==> src/rtl/i2c_reg_seq_if.sv <==
// Request/response and byte-controller signals of the register sequencer.
// slave: the sequencer side; master: requester plus byte controller.
interface i2c_reg_seq_if;
  logic       req_valid;
  logic       req_ready;
  logic       req_rw;
  logic [6:0] req_dev;
  logic [7:0] req_reg;
  logic [7:0] req_wdata;
  logic       rsp_valid;
  logic [7:0] rsp_rdata;
  logic       rsp_err;
  logic [2:0] rsp_err_step;
  logic [2:0] m_cmd;
  logic [7:0] m_din;
  logic       m_wr;
  logic       m_ready;
  logic       m_done_tick;
  logic       m_ack;
  logic [7:0] m_dout;

  modport slave (
    input  req_valid, req_rw, req_dev, req_reg, req_wdata,
    input  m_ready, m_done_tick, m_ack, m_dout,
    output req_ready, rsp_valid, rsp_rdata, rsp_err, rsp_err_step,
    output m_cmd, m_din, m_wr
  );

  modport master (
    output req_valid, req_rw, req_dev, req_reg, req_wdata,
    output m_ready, m_done_tick, m_ack, m_dout,
    input  req_ready, rsp_valid, rsp_rdata, rsp_err, rsp_err_step,
    input  m_cmd, m_din, m_wr
  );
endinterface

==> src/rtl/i2c_reg_seq.sv <==
// Single-byte register read/write sequencer feeding an i2c_master byte
// controller. Expands one request into START/WR/RESTART/RD/STOP commands
// and returns read data plus NACK status with a one-cycle response pulse.
module i2c_reg_seq (
  input  logic clk,
  input  logic rst,
  i2c_reg_seq_if.slave bus
);
  localparam logic [2:0] CMD_START   = 3'b000;
  localparam logic [2:0] CMD_WR      = 3'b001;
  localparam logic [2:0] CMD_RD      = 3'b010;
  localparam logic [2:0] CMD_STOP    = 3'b011;
  localparam logic [2:0] CMD_RESTART = 3'b100;

  typedef enum logic [2:0] {S_IDLE, S_ISSUE, S_GAP, S_WAIT, S_RESP} state_t;

  state_t     state, state_nx;
  logic [2:0] step, step_nx;
  logic       rw;
  logic [6:0] dev;
  logic [7:0] reg_addr, wdata, rdata;
  logic       err;
  logic [2:0] err_step;
  logic       byte_done;
  logic [2:0] cmd;
  logic [7:0] din;
  logic       xfer, last, accept;

  // Command list decode: purely from step and latched request fields, so
  // the controller-facing outputs never see a combinational m_* path.
  always_comb begin
    cmd = CMD_STOP;
    din = 8'h00;
    case (step)
      3'd0: cmd = CMD_START;
      3'd1: begin cmd = CMD_WR; din = {dev, 1'b0}; end
      3'd2: begin cmd = CMD_WR; din = reg_addr; end
      3'd3: begin
        if (rw) cmd = CMD_RESTART;
        else begin cmd = CMD_WR; din = wdata; end
      end
      3'd4: if (rw) begin cmd = CMD_WR; din = {dev, 1'b1}; end
      3'd5: if (rw) begin cmd = CMD_RD; din = 8'h01; end
      default: cmd = CMD_STOP;
    endcase
  end

  assign xfer   = (cmd == CMD_WR) || (cmd == CMD_RD);
  assign last   = (cmd == CMD_STOP);
  assign accept = bus.req_valid && bus.req_ready;

  // State and step registers.
  always_ff @(posedge clk) begin
    if (rst) begin
      state <= S_IDLE;
      step  <= 3'd0;
    end else begin
      state <= state_nx;
      step  <= step_nx;
    end
  end

  // Next-state, step advance and handshake outputs.
  always_comb begin
    state_nx      = state;
    step_nx       = step;
    bus.req_ready = 1'b0;
    bus.m_wr      = 1'b0;
    bus.rsp_valid = 1'b0;
    case (state)
      S_IDLE: begin
        bus.req_ready = bus.m_ready && !rst;
        if (accept) begin
          state_nx = S_ISSUE;
          step_nx  = 3'd0;
        end
      end
      S_ISSUE: begin
        bus.m_wr = 1'b1;
        state_nx = S_GAP;
      end
      // The controller drops ready for one cycle after a strobe; skip it.
      S_GAP: state_nx = S_WAIT;
      S_WAIT: begin
        if (bus.m_ready && (!xfer || byte_done)) begin
          if (last) state_nx = S_RESP;
          else begin
            state_nx = S_ISSUE;
            // A NACKed byte aborts straight to the STOP entry of the list.
            if (err) step_nx = rw ? 3'd6 : 3'd4;
            else     step_nx = step + 3'd1;
          end
        end
      end
      S_RESP: begin
        bus.rsp_valid = 1'b1;
        state_nx      = S_IDLE;
      end
      default: state_nx = S_IDLE;
    endcase
  end

  // Request latch, byte completion tracking, ACK error and read capture.
  // GAP is included so a done_tick arriving early is not lost.
  always_ff @(posedge clk) begin
    if (rst) begin
      rw        <= 1'b0;
      dev       <= 7'd0;
      reg_addr  <= 8'h00;
      wdata     <= 8'h00;
      rdata     <= 8'h00;
      err       <= 1'b0;
      err_step  <= 3'd0;
      byte_done <= 1'b0;
    end else if (accept) begin
      rw        <= bus.req_rw;
      dev       <= bus.req_dev;
      reg_addr  <= bus.req_reg;
      wdata     <= bus.req_wdata;
      rdata     <= 8'h00;
      err       <= 1'b0;
      err_step  <= 3'd0;
      byte_done <= 1'b0;
    end else if (state == S_ISSUE) begin
      byte_done <= 1'b0;
    end else if ((state == S_GAP || state == S_WAIT) && bus.m_done_tick) begin
      byte_done <= 1'b1;
      if (cmd == CMD_WR && bus.m_ack) begin
        err      <= 1'b1;
        err_step <= step;
      end
      if (cmd == CMD_RD) rdata <= bus.m_dout;
    end
  end

  assign bus.m_cmd        = cmd;
  assign bus.m_din        = din;
  assign bus.rsp_rdata    = rdata;
  assign bus.rsp_err      = err;
  assign bus.rsp_err_step = err_step;
endmodule

==> src/flat_wrapper.sv <==
// flat-port wrapper written by rule: the top's interface ports become plain ports
module i2c_reg_seq_flat 
  (clk, rst, bus_req_valid, bus_req_rw, bus_req_dev, bus_req_reg, bus_req_wdata, bus_m_ready, bus_m_done_tick, bus_m_ack, bus_m_dout, bus_req_ready, bus_rsp_valid, bus_rsp_rdata, bus_rsp_err, bus_rsp_err_step, bus_m_cmd, bus_m_din, bus_m_wr);
  i2c_reg_seq_if bus_i ();
  input  logic clk;
  input  logic rst;
  input wire logic [$bits(bus_i.req_valid)-1:0] bus_req_valid;
  input wire logic [$bits(bus_i.req_rw)-1:0] bus_req_rw;
  input wire logic [$bits(bus_i.req_dev)-1:0] bus_req_dev;
  input wire logic [$bits(bus_i.req_reg)-1:0] bus_req_reg;
  input wire logic [$bits(bus_i.req_wdata)-1:0] bus_req_wdata;
  input wire logic [$bits(bus_i.m_ready)-1:0] bus_m_ready;
  input wire logic [$bits(bus_i.m_done_tick)-1:0] bus_m_done_tick;
  input wire logic [$bits(bus_i.m_ack)-1:0] bus_m_ack;
  input wire logic [$bits(bus_i.m_dout)-1:0] bus_m_dout;
  output wire logic [$bits(bus_i.req_ready)-1:0] bus_req_ready;
  output wire logic [$bits(bus_i.rsp_valid)-1:0] bus_rsp_valid;
  output wire logic [$bits(bus_i.rsp_rdata)-1:0] bus_rsp_rdata;
  output wire logic [$bits(bus_i.rsp_err)-1:0] bus_rsp_err;
  output wire logic [$bits(bus_i.rsp_err_step)-1:0] bus_rsp_err_step;
  output wire logic [$bits(bus_i.m_cmd)-1:0] bus_m_cmd;
  output wire logic [$bits(bus_i.m_din)-1:0] bus_m_din;
  output wire logic [$bits(bus_i.m_wr)-1:0] bus_m_wr;
  assign bus_i.req_valid = bus_req_valid;
  assign bus_i.req_rw = bus_req_rw;
  assign bus_i.req_dev = bus_req_dev;
  assign bus_i.req_reg = bus_req_reg;
  assign bus_i.req_wdata = bus_req_wdata;
  assign bus_i.m_ready = bus_m_ready;
  assign bus_i.m_done_tick = bus_m_done_tick;
  assign bus_i.m_ack = bus_m_ack;
  assign bus_i.m_dout = bus_m_dout;
  assign bus_req_ready = bus_i.req_ready;
  assign bus_rsp_valid = bus_i.rsp_valid;
  assign bus_rsp_rdata = bus_i.rsp_rdata;
  assign bus_rsp_err = bus_i.rsp_err;
  assign bus_rsp_err_step = bus_i.rsp_err_step;
  assign bus_m_cmd = bus_i.m_cmd;
  assign bus_m_din = bus_i.m_din;
  assign bus_m_wr = bus_i.m_wr;
  i2c_reg_seq u_core (.clk(clk), .rst(rst), .bus(bus_i));
endmodule
==> config.mk <==
export PLATFORM = sky130hd
export DESIGN_NAME = i2c_reg_seq_flat
export DESIGN_NICKNAME = d
export VERILOG_FILES = /design/src/rtl/i2c_reg_seq_if.sv /design/src/rtl/i2c_reg_seq.sv /design/src/flat_wrapper.sv
export SDC_FILE = /design/constraint.sdc
export NUM_CORES = 1
export LEC_CHECK = 0
export BUFFER_PORTS_ARGS = -buffer_cell sky130_fd_sc_hd__buf_2
export CELL_PAD_IN_SITES_DETAIL_PLACEMENT = 1
export CELL_PAD_IN_SITES_GLOBAL_PLACEMENT = 1
export CORE_MARGIN = 4
export CORE_UTILIZATION = 40
export DETAILED_ROUTE_END_ITERATION = 16
export PLACE_DENSITY = 0.85
export SETUP_SLACK_MARGIN = 0.15
export SLEW_MARGIN = 0
export SYNTH_ARGS = -nofsm -noshare
export SYNTH_HDL_FRONTEND = slang
export SYNTH_SLANG_ARGS = --single-unit
==> constraint.sdc <==
create_clock -name clk -period 4.75 [get_ports clk]
set_input_delay 0 -clock clk [delete_from_list [all_inputs] [get_ports clk]]
set_output_delay 0 -clock clk [all_outputs]
set_load 0.02 [all_outputs]
# Yosys cells after proc, flatten, opt, wreduce, memory -nomap -nowiden
# Index checks and enable logic that the tools add are counted.
# op_classes
add_sub_neg	1
mul	0
n_div	0
n_lt_le_gt_ge	0
eq_ne	15
shift	0
muxes	21
bitwise	1
reduce_logical	20
# op_table
cell	count
case mux 8 bit (5 select lines)	1
2-to-1 mux 3 bit	8
== test 3 x 2 -> 1 bit (second input constant)	6
2-to-1 mux 8 bit	2
case mux 3 bit (5 select lines)	1
case mux 3 bit (4 select lines)	1
== test 3 x 1 -> 1 bit (second input constant)	3
== test 3 bit (second input constant)	3
zero test 3 bit	2
case mux 3 bit (2 select lines)	1
AND reduction 3 bit	2
logical AND 1 bit	5
2-to-1 mux 1 bit	5
2-to-1 mux 2 bit	2
!= test 2 x 1 -> 1 bit (second input constant)	2
AND reduction 4 bit	1
OR reduction 2 bit	2
adder 3 x 1 -> 3 bit (second input constant)	1
logical OR 1 bit	3
OR reduction 3 bit	1
zero test 1 bit	2
!= test 2 bit (second input constant)	1
AND reduction 2 bit	1
nonzero test 2 bit	1
NOT 1 bit	1
# totals
register_bits	43
latch_bits	0
ramBits	0
romBits	0
in_bits	38
out_inout_bits	26
n_memories	0

# Longest topological paths before layout
# logic_depth
depth_word	10
depth_mapped	10

# Worst setup path before layout
# OpenSTA, ideal clock, no wires.
# synth_timing
path_kind	register to register
start	register u_core.step[1]
end	register u_core.state[0]
setup_time_ps	116
t_arrival_ps	2255
t_required_ps	4634
slack_ps	2379
path_stages_with_launch	10
path_cell_list	dfxtp_1 inv_1 ha_1 clkbuf_2 nor2_1 nor2_1 o32ai_1 nand3_1 a21bo_2 o211a_1
# synth_between
elab_chain_cells	10
elab_cells_between_ends	20
classes_between	eq/ne: 9; mux: 4; reduce/logical: 7
# synth_rtl
item	line_no	text
from (decl)	i2c_reg_seq.sv:18	logic [2:0] step, step_nx;
from (signal assigned)	i2c_reg_seq.sv:59	step <= step_nx;
== test 3 x 1 -> 1 bit / == test 3 x 2 -> 1 bit (equally long branches)	i2c_reg_seq.sv:34	case (step)
OR reduction 2 bit (no source line)	-	
case mux 3 bit (5 select lines) *	i2c_reg_seq.sv:34	
named net bus_m_cmd[1]	flat_wrapper.sv:21	output wire logic [$bits(bus_i.m_cmd)-1:0] bus_m_cmd;
== test 3 x 1 -> 1 bit / == test 3 x 2 -> 1 bit (equally long branches)	i2c_reg_seq.sv:48	assign xfer = (cmd == CMD_WR) || (cmd == CMD_RD);
logical OR 1 bit	i2c_reg_seq.sv:48	
zero test 1 bit	i2c_reg_seq.sv:85	if (bus.m_ready && (!xfer || byte_done)) begin
logical OR 1 bit	i2c_reg_seq.sv:85	
logical AND 1 bit	i2c_reg_seq.sv:85	
!= test 2 x 1 -> 1 bit (no source line)	-	
AND reduction 2 bit (no source line)	-	
to (signal assigned)	i2c_reg_seq.sv:58	state <= state_nx;
to (decl)	i2c_reg_seq.sv:17	state_t state, state_nx;
# The timed path passes the listed nets; every way through them passes the cells marked *. The select of a mux whose other input is x is not followed.
# A chain may end at the register's enable or synchronous reset.

# Final worst setup path
# layout_timing
start	register u_core.step[2]
end	register u_core.rdata[6], in the netlist u_core.bus.rsp_rdata[6]
# layout_between
elab_chain_cells	5
elab_cells_between_ends	10
classes_between	eq/ne: 6; mux: 1; reduce/logical: 3
# layout_rtl
item	line_no	text
== test 3 x 1 -> 1 bit / == test 3 x 2 -> 1 bit (equally long branches)	i2c_reg_seq.sv:34	
OR reduction 2 bit (no source line)	-	
case mux 3 bit (5 select lines) *	i2c_reg_seq.sv:34	
== test 3 x 2 -> 1 bit *	i2c_reg_seq.sv:132	if (cmd == CMD_RD) rdata <= bus.m_dout;
AND reduction 3 bit (no source line) *	-	
to (signal assigned)	i2c_reg_seq.sv:132	
to (decl)	i2c_reg_seq.sv:21	logic [7:0] reg_addr, wdata, rdata;
# Every way passes the cells marked *; elsewhere a longest branch is shown, timed or not.

==> reports/results.txt <==
Clk buf depth = 2
Worst Path Required = 4.92 ns
Slew Limit Fails = 0
Average wire per standard cell = 15.2 um
Leakage = 1.36 nW
Die height = 80.4 um
Reg clk slew, reported paths = 0.08 ns
Hold crit path type = in -> reg
PD cells = 264 mW/mm2
IO buf count = 63
Crit path time final = 2.67 ns
Fraction of registers with async set/reset = 0%
Initial antenna violation count = 0
R2R setup slack = 2.08 ns
P&R area growth vs syn = 38.2%
RSZ-0062 raised after global routing = no
Critical path arrival = 2.84 ns
Worst Hold Path EP = u_core.state[1]$_SDFFE_PP0P_
Multi-input gate area = 0.00113 mm2
Die Span X = 80.4 um
Worst slew pin tran = 0.613 ns
Yosys reg bits = 43
Achievable Freq = 375 MHz
Core box area = 0.00511 mm2
Max Cap Violations = 0
Largest net degree at the start of global routing = 29
Number of fill cells in the layout = 613
N_diodes = 0
Final WL = 6300 um
Fin cells = 414
Critical path launch point type = flip-flop
Final-stage net count = 388
Slew headroom = 59.0%
Synth Flop Type = dfxtp_1
Std cell rows = 26
Period utilization = 56.2%
Cts repair resizes = 0
Yosys warnings = 0
Dpl cells = 375
Final Hold Vio Count = 0
Post-CTS setup buffers = 0
Final setup TNS = 0 ns
Final HPWL DP = 4150 um
Vias = 2124
Io pins = 64
Number of global-route vias before repair = 2248
Vias/cell = 5.13
Min-delay src = bus_m_ready
Hold Path Depth = 3
Area leader, netlist = dfxtp_1
Antenna violation net count after detailed routing = 0
Top cell type's share of synthesized area = 41.1%
TritonCTS sink count = 43
Max VDD drop = 257 uV
Syn avg cell area = 8.31 um2
Register area = 861 um2
Share of layout cells above drive strength 1 = 23.3%
Detailed Routing Iterations Pass 1 = 4
Status = finished clean
R2R Path End = u_core.bus.rsp_rdata[6]$_SDFFE_PP0P_
Setup violators final = 0
Crit path kind = reg -> reg
Grt total ovfl = 0
CTS buffer count = 5
Reg2reg start = u_core.step[2]$_SDFFE_PP0P_
Syn_nets = 296
Clock skew = 0.00872 ns
Starting Density = 41.0%
First-pass GRT wire length = 10700 um
Tot GR Track Use = 21.1%
Post-synth EDFFs = 0
Placer Congestion = 0.784
Root Driver = clkbuf_8
Drt drc = 0
Post-Syn Area = 0.00209 mm2
Synth area leaders = dfxtp_1, nand2_1, nand3b_1, mux2i_1, nor2_1
Reg2reg path depth = 9
Synth cell types = 42
H-tree depth = 2
Initial drt markers = 147
Clk_lat worst skew = 0.30 ns
CTS tree = yes
Worst-path maximum fanout = 11
Post-synthesis sequential area ratio = 41.1%
Cells after Synth = 252
Crit. End Element = flip-flop
Critical Path Start = u_core.step[2]$_SDFFE_PP0P_
Total die area = 0.00646 mm2
==> repair_timing <==
action                                  CTS  global route
hold buffers                             32             0
endpoints found under the setup margin    0             0
endpoints found under the hold margin    32             0
==> metrics by stage <==
| stage | cell area (um2) | hold WS (ns) | total power (W) | utilization (%) | setup slack, ns |
|---|---|---|---|---|---|
| finish | 2900 | 0.108 | 0.000765 | 56.7 | 2.08 |
| global route | 2900 | 0.136 | 0.000804 | 56.7 | 1.89 |
| CTS | 2900 | 0.101 | 0.000771 | 56.7 | 2.13 |
| detailed placement | 2470 | 0.189 | 0.000473 | 48.3 | 2.15 |
| global placement | 2470 | 0.189 | 0.000470 | 48.3 | 2.24 |
| floorplan | 2090 | 0.0989 | 0.000440 | - | 2.38 |
==> logic make-up (layout without fill, tap and decap cells) <==
logic type | count (synthesis) | count (layout) | share of synthesized area [%]
mux | 16 | 16 | 7.88
fa+ha+maj | 6 | 6 | 3.58
flops | 43 | 43 | 41.1
buf+inv | 27 | 119 | 5.38
compound gates | 30 | 30 | 11.4
simple gates | 130 | 130 | 30.7
==> synth_stat cells, drive strengths merged, types with 3 or more instances <==
master  instances
nand2          56
dfxtp          43
nor2           26
nand3b         23
mux2i          15
inv            14
clkbuf          9
a21oi           7
a222oi          7
ha              6
nand3           5
buf             4
nor2b           3
nor3b           3
o211a           3
o21ai           3
==> power by group <==
group / total, W / internal [W] / switching [W] / leakage (nW)
sequential: 0.000389 / 0.000376 / 0.0000137 / 0.349
clock: 0.000278 / 0.000154 / 0.000124 / 0.0502
combinational: 0.0000975 / 0.0000513 / 0.0000462 / 0.965
==> worst max-delay path, cell delays in order (launching register included) <==
cell and delay, ns:
dfxtp_1 0.53, inv_1 0.18, ha_1 0.23, nor2b_1 0.13, or4_1 0.41, a22o_2 0.29, nor3b_1 0.23, buf_4 0.24
mux2i_1 0.23, nor2_1 0.06
==> registers in the layout, indices dropped and copies added, names as in the netlist <==
register                 count
u_core.bus.rsp_err           1
u_core.reg_addr              8
u_core.state                 3
u_core.wdata                 8
u_core.rw                    1
u_core.byte_done             1
u_core.bus.rsp_rdata         8
u_core.bus.rsp_err_step      3
u_core.dev                   7
u_core.step                  3
==> worst max path at each step <==
stage                                            to  slack, ns  depth (start not counted)
6_report       u_core.bus.rsp_rdata[6]$_SDFFE_PP0P_       2.08                          9
5_1_grt        u_core.bus.rsp_rdata[6]$_SDFFE_PP0P_       1.89                          9
2_1_floorplan          u_core.state[0]$_SDFFE_PP0P_       2.38                          9
3_5_place_dp   u_core.bus.rsp_rdata[3]$_SDFFE_PP0P_       2.15                          9
4_1_cts        u_core.bus.rsp_rdata[3]$_SDFFE_PP0P_       2.13                          9
3_3_place_gp   u_core.bus.rsp_rdata[6]$_SDFFE_PP0P_       2.24                          9
==> cell type report <==
type                    count  share of cell area, %
flip-flops and latches     43                   29.7
inverters                  14                   1.82
clock inverters             2                   1.30
multi-input cells         182                   39.0
clock buffers               5                   2.38
repair buffers             98                   22.7
well taps                  70                   3.03
==> routing by layer <==
metal | global-route usage [%] | share of wire (%) | up-vias
li1 | - | - | 1043
met4 | 7.26 | 2.1 | 0
met1 | 26.5 | 43 | 1002
met5 | 0 | 0 | -
met2 | 35.8 | 49 | 66
met3 | 4.04 | 5.2 | 13
==> cell usage in the layout (no fill, tap or decap), types with 2 or more instances in the layout <==
cell type,netlist,routed
ha_1,6,6
nand3b_1,23,23
nand2b_1,2,2
nand2_1,56,56
clkbuf_8,0,5
buf_2,2,63
nor3b_1,3,3
nor3_1,2,2
nand3_1,5,5
o211a_1,2,2
a21oi_1,7,7
or2_2,2,2
nor2b_1,3,3
buf_4,0,3
o21ai_0,2,2
o31ai_1,2,2
nor2_1,26,26
dlygate4sd3_1,0,32
dfxtp_1,43,43
mux2i_1,15,15
inv_1,14,14
a222oi_1,7,7
Power figures use the tool's default switching activity.
